[config.mk]
export PLATFORM = sky130hd
export DESIGN_NAME = weight_loader
export DESIGN_NICKNAME = d
export VERILOG_FILES = /design/src/rtl/weight_pkg.sv /design/src/rtl/weight_loader.sv
export SDC_FILE = /design/constraint.sdc
export NUM_CORES = 1
export LEC_CHECK = 0
export CAP_MARGIN = 5
export CORE_ASPECT_RATIO = 0.6
export CORE_UTILIZATION = 30
export DETAILED_ROUTE_END_ITERATION = 12
export SETUP_SLACK_MARGIN = 0.1
export SLEW_MARGIN = 0
export SYNTH_ARGS = -nofsm -noshare
export SYNTH_HDL_FRONTEND = slang
export SYNTH_SLANG_ARGS = --single-unit
[constraint.sdc]
create_clock -name i_clk -period 1.6 [get_ports i_clk]
set_input_delay 0.4 -clock i_clk [delete_from_list [all_inputs] [get_ports i_clk]]
set_output_delay 0.4 -clock i_clk [all_outputs]
set_load 0.005 [all_outputs]
[src/rtl/weight_pkg.sv]
// weight_pkg: kernel geometry and loader state encoding shared by the weight bank, loader and conv datapath.
package weight_pkg;
  localparam int KERNEL_TAPS = 25;
  localparam int W_WIDTH = 8;
  localparam int ADDR_WIDTH = 5;
  localparam int SUM_WIDTH = W_WIDTH + 5;
  localparam int CNT_WIDTH = ADDR_WIDTH + 1;
  localparam logic [CNT_WIDTH-1:0] TAPS_CNT = CNT_WIDTH'(KERNEL_TAPS);
  localparam logic [CNT_WIDTH-1:0] LAST_TAP = CNT_WIDTH'(KERNEL_TAPS - 1);
  typedef enum logic [1:0] {IDLE = 2'd0, LOAD = 2'd1, HOLD = 2'd2} state_t;
endpackage

[src/rtl/weight_loader.sv]
// weight_loader: streams 25 signed weights into the kernel bank, one addressed write per tap; WEIGHT_CHKSUM_EN adds o_w_sum.
module weight_loader
  import weight_pkg::*;
(
  input  logic                         i_clk,
  input  logic                         i_rst,
  input  logic                         i_start,
  input  logic                         i_clear,
  input  logic signed [W_WIDTH-1:0]    i_s_data,
  input  logic                         i_s_valid,
  output logic                         o_s_ready,
  output logic signed [W_WIDTH-1:0]    o_w,
  output logic        [ADDR_WIDTH-1:0] o_addr,
  output logic                         o_wr_en,
  output logic                         o_valid,
  output logic                         o_busy,
  output logic                         o_loaded,
  output logic                         o_done
`ifdef WEIGHT_CHKSUM_EN
  ,
  output logic signed [SUM_WIDTH-1:0]  o_w_sum
`endif
);
  state_t state;
  logic [CNT_WIDTH-1:0] cnt;
  logic accept;
  assign o_s_ready = (state == LOAD) && (cnt < TAPS_CNT);
  assign accept = i_s_valid && o_s_ready;
  always_ff @(posedge i_clk) begin
    if (i_rst) begin
      state <= IDLE;
      cnt <= '0;
      o_w <= '0;
      o_addr <= '0;
      o_wr_en <= 1'b0;
      o_valid <= 1'b0;
      o_busy <= 1'b0;
      o_loaded <= 1'b0;
      o_done <= 1'b0;
    end else if (i_clear) begin
      state <= IDLE;
      cnt <= '0;
      o_wr_en <= 1'b0;
      o_valid <= 1'b0;
      o_busy <= 1'b0;
      o_loaded <= 1'b0;
      o_done <= 1'b0;
    end else begin
      o_wr_en <= 1'b0;
      o_done <= 1'b0;
      case (state)
        IDLE: if (i_start) begin
          state <= LOAD;
          cnt <= '0;
          o_valid <= 1'b1;
          o_busy <= 1'b1;
        end
        LOAD: if (accept) begin
          o_w <= i_s_data;
          o_addr <= cnt[ADDR_WIDTH-1:0];
          o_wr_en <= 1'b1;
          cnt <= cnt + CNT_WIDTH'(1);
          if (cnt == LAST_TAP) begin
            state <= HOLD;
            o_done <= 1'b1;
            o_loaded <= 1'b1;
            o_busy <= 1'b0;
          end
        end
        HOLD: if (i_start) begin
          // o_valid stays high so the old kernel persists until overwritten
          state <= LOAD;
          cnt <= '0;
          o_busy <= 1'b1;
          o_loaded <= 1'b0;
        end
        default: state <= IDLE;
      endcase
    end
  end
`ifdef WEIGHT_CHKSUM_EN
  always_ff @(posedge i_clk) begin
    if (i_rst || i_clear || (i_start && state != LOAD)) o_w_sum <= '0;
    else if (accept) o_w_sum <= o_w_sum + SUM_WIDTH'(i_s_data);
  end
`endif
endmodule

## Yosys cells after proc, flatten, opt, wreduce, memory -nomap -nowiden

Index checks and enable logic that the tools add are counted.

| operators by class | value |
|---|---|
| add/sub/neg operators | 1 |
| reduce and logical (&&, ||, !) cells | 15 |
| eq/ne operators | 7 |
| bitwise logic cells | 3 |
| muxes and demuxes | 17 |
| magnitude comparators | 1 |

Operator list:

| cell | number |
|---|---|
| $mux 6 | 2 |
| $pmux 6 s2 | 1 |
| $reduce_and 3->1 | 3 |
| $mux 1 | 8 |
| $reduce_and 4->1 | 2 |
| $add 6x1->6 const B | 1 |
| $eq 6x5->1 const B | 1 |
| $lt 6x5->1 const B | 1 |
| $mux 2 | 3 |
| $ne 2x1->1 const B | 2 |
| $ne 2x2->1 const B | 2 |
| $pmux 1 s2 | 2 |
| $pmux 2 s2 | 1 |
| $reduce_bool 2->1 | 2 |
| $reduce_or 2->1 | 2 |
| $reduce_or 4->1 | 1 |
| $not 1->1 | 3 |
| $reduce_or 3->1 | 1 |
| $eq 2x1->1 const B | 1 |
| $eq 2x2->1 const B | 1 |
| $logic_and 1x1->1 | 2 |
| $logic_not 2->1 | 1 |
| $reduce_and 2->1 | 1 |

| storage, ports and cells | value |
|---|---|
| register bits after elaboration | 26 |
| word-level logic and storage cells | 53 |
| output and inout bits | 19 |

## Depth between registers and ports, before layout

| depth | value |
|---|---|
| word-level depth | 5 |
| depth in mapped cells | 7 |
| depth with buffers taken out | 6 |

## Worst setup path before layout

Ideal clock, no wire load.

| timing path | value |
|---|---|
| path kind | register to register |
| from | register cnt[0] |
| to | register o_addr[2] |
| setup slack | -0.153 ns |
| required time | 1.472 ns |
| cell stages (with the launch flop) | 8 |
| library setup time | 0.128 ns |
| arrival | 1.625 ns |
| path through | dfxtp_1 > inv_1 > ha_1 > nor2b_2 > o2111ai_2 > buf_4 > mux2i_1 > nor2_1 |

| between the ends | value |
|---|---|
| cells in the longest elaborated chain, start to end | 4 |

Ends and longest elaborated chain:

| element | RTL line | text |
|---|---|---|
| start, declared | weight_loader.sv:25 | `logic [CNT_WIDTH-1:0] cnt;` |
| start signal, assigned | weight_loader.sv:62 | `cnt <= cnt + CNT_WIDTH'(1);` |
| $lt 6x5->1 | weight_loader.sv:27 | `assign o_s_ready = (state == LOAD) && (cnt < TAPS_CNT);` |
| $logic_and 1x1->1 | weight_loader.sv:27 |  |
| $logic_and 1x1->1 | weight_loader.sv:28 | `assign accept = i_s_valid && o_s_ready;` |
| $reduce_and 3->1 (no line) | - |  |
| end signal, assigned | weight_loader.sv:60 | `o_addr <= cnt[ADDR_WIDTH-1:0];` |
| end, declared | weight_loader.sv:13 | `output logic [ADDR_WIDTH-1:0] o_addr,` |

Every way passes these cells.
A chain may end at the register's enable or synchronous reset.

## Worst setup path after layout

| timing path | value |
|---|---|
| from | register cnt[1] |
| to | output port o_s_ready |

| between the ends | value |
|---|---|
| cells in the longest elaborated chain, start to end | 2 |

Ends and longest elaborated chain:

| element | RTL line | text |
|---|---|---|
| $lt 6x5->1 | weight_loader.sv:27 |  |
| $logic_and 1x1->1 | weight_loader.sv:27 |  |
| end, declared | weight_loader.sv:11 | `output logic o_s_ready,` |

Every way passes these cells.

==> flow_summary.yaml <==
run_status:
  outcome: "finished with violations"
  violations: "negative setup slack"
clock_network:
  cts_max_path_buffers: 2
  clk_pin_slew_ns: 0.09
  htree_levels: 1
  numCtsBuffers: 3
  cts-root-buf: "clkbuf_8"
  cts_num_sinks: 26
  cts_tree: "yes"
  clk_latency_ns: 0.27
  cts_hold_buf: 0
  cts_setup_buffers: 0
grt:
  grt_max_degree: 16
  track_usage_pct: 15.8
  antenna_found_initial: 0
  grt_pass1_vias: 1013
  grt_first_pass_wirelength_mm: 4.64
  grt_overflow_total: 0
detailed_routing:
  drtIter0Drc: 56
  drtAntennaViolNets: 0
  route.detailed.drc: 0
  vias_per_cell: 4.73
  vias: 988
  post_drt_wl_per_cell_um: 13.5
  drtPass1Iterations: 4
  routed_wl_mm: 2.82
die:
  die_w_um: 80.0
  core_um2: 3360
  num_rows: 16
  initial_utilization_pct: 32.6
  ios: 32
  die_height_um: 48.8
  dieArea_um2: 3910
power:
  leakage_uw: 0.000850
  ir_worst_vdd_mv: 0.462
  powerDensity_nw_per_um2: 769
  finalPower_uw: 1330
sta:
  finalHoldViolCount: 0
  tightestPinTransition_ns: 0.242
  fin_setup_tns_ns: -0.0511
  period_share_pct: 103
  whs_ns: 0.461
  fin_worst_skew_ns: 0.00484
  finalCriticalPeriod_ns: 1.65
  setup_viol: 2
  worst_slack_ns: -0.0456
  max_slew_margin_pct: 83.8
  max_freq_ghz: 0.608
  slew_viol_final: 0
  rsz0062_at_grt: "true"
worst_setup_path:
  cp_max_fo: 2
  cpMaxStageDelayCell: "dfxtp_2"
  path_delay_family: "flip-flops"
  critPathMaxStageDelay_ns: 0.35
  cp.arrival_ns: 1.25
  cp.required_ns: 1.20
  cp-start-kind: "flop"
  path_cells: "inv_2 -> ha_4 -> nor2b_4 -> o21a_1 -> buf_2"
  crit_path_end_kind: "output pin"
  path_class: "flop to output pin"
  crit_buf_inv: 2
synthesis:
  synth_area_leader_cell: "dfxtp_1"
  synth_ff_type: "dfxtp_1"
  yosysMostFrequentCell: "dfxtp_1"
  synth_top_area_share_pct: 47.5
  synth_area_per_cell_um2: 9.79
  synthTopCellsByCount: "dfxtp_1, nor2_1, mux2i_1, nand2_1"
  ys_ff_latch: 26
  async_flop_share_pct: 0
  synth_seq_area_share_pct: 47.5
  synth-warning-count: 0
  syn_area_um2: 1100
  netlist_instances: 112
  synthDistinctLibCells: 29
  synth.net_count: 128
  synth-edff-count: 0
  synth.area.top_cells: "dfxtp_1, mux2i_1, nor2_1"
final_layout:
  n_antenna_cell: 0
  layout-drive-gt1-share_pct: 29.9
  syn2layout_area_growth_pct: 58.0
  nets: 181
place:
  hpwl_mm: 2.10
  place_congestion: 0.810
  io_buffers: 31
worst_hold_path:
  min_path_type: "flop to flop"
job:
  maxCapViolations: 0
==> cell usage in the layout (no fill, tap or decap), types with 2 or more instances in the layout <==
cell type         n
o211ai_1          2
clkdlybuf4s50_1  12
inv_2             2
ha_1              2
mux2i_1          14
nand2_1           6
inv_1             3
nor2_1           19
nand3b_1          3
clkbuf_8          3
dfxtp_1          15
nand3_1           4
buf_4            19
o21ai_0           2
dlygate4sd2_1    17
a21oi_1           4
or3_1             2
dfxtp_2          11
==> cells by family (layout without fill, tap and decap cells) <==
kind of cell / Yosys count / in the layout / share of synthesized area (%)
simple gates: 44 / 44 / 21.2
flops: 26 / 26 / 47.5
compound gates: 16 / 16 / 11.6
mux: 14 / 14 / 12.8
buf+inv: 9 / 61 / 3.43
fa+ha+maj: 3 / 3 / 3.43
==> state kept, by name, summed over array words and instances (netlist names) <==
name / flops
o_done: 1
o_busy: 1
o_w: 8
o_valid: 1
o_wr_en: 1
state: 2
o_addr: 5
o_loaded: 1
cnt: 6
==> layout make-up <==
type	instances	area, µm²
clock inverters	1	30.0
repair buffers	52	460
multi-input cells	77	591
inverters	5	18.8
clock buffers	3	41.3
well taps	45	56.3
flip-flops and latches	26	534
fillers	317	1630
==> routing by layer <==
layer  share of wire, %  global-route usage (%)  up-vias
met4               0.67                    3.57        0
li1                   -                       -      495
met2                 46                    25.5       28
met1                 47                    21.4      463
met5                  0                       0        -
met3                6.7                    3.93        2
==> metrics by stage <==
| stage | setup slack [ns] | cell area [µm²] | utilization, % | cells |
|---|---|---|---|---|
| CTS | -0.0423 | 1720 | 51.2 | 209 |
| global route | -0.105 | 1730 | 51.5 | 209 |
| global placement | -0.109 | 1630 | 48.5 | 205 |
| finish | -0.0456 | 1730 | 51.5 | 209 |
| detailed placement | -0.183 | 1630 | 48.5 | 205 |
| floorplan | 0.0586 | 1120 | - | 112 |
==> report_power, final <==
part,internal [µW],switching [µW]
clock network,335,217
logic,68.6,54.6
registers,654,3.21
==> timing repair <==
item                       4_1_cts  5_1_grt
pin swaps                        4        0
setup endpoints to repair       35       20
gates resized for setup         35        3
==> worst min-delay path, cell delays in order, from the launching register on <==
cell     delay (ns)
dfxtp_1        0.32
nand2_1        0.05
a21oi_1        0.05
==> final timing paths <==
| check | start | endpoint | slack (ns) | depth (start not counted) |
|---|---|---|---|---|
| max | cnt[1] | o_s_ready | -0.05 | 5 |
| min | o_busy | o_busy | 0.46 | 2 |
| max reg2reg | cnt[1] | cnt[3] | -0.01 | 7 |
| min reg2reg | o_busy | o_busy | 0.46 | 2 |
(Power assumes the default switching activity.)
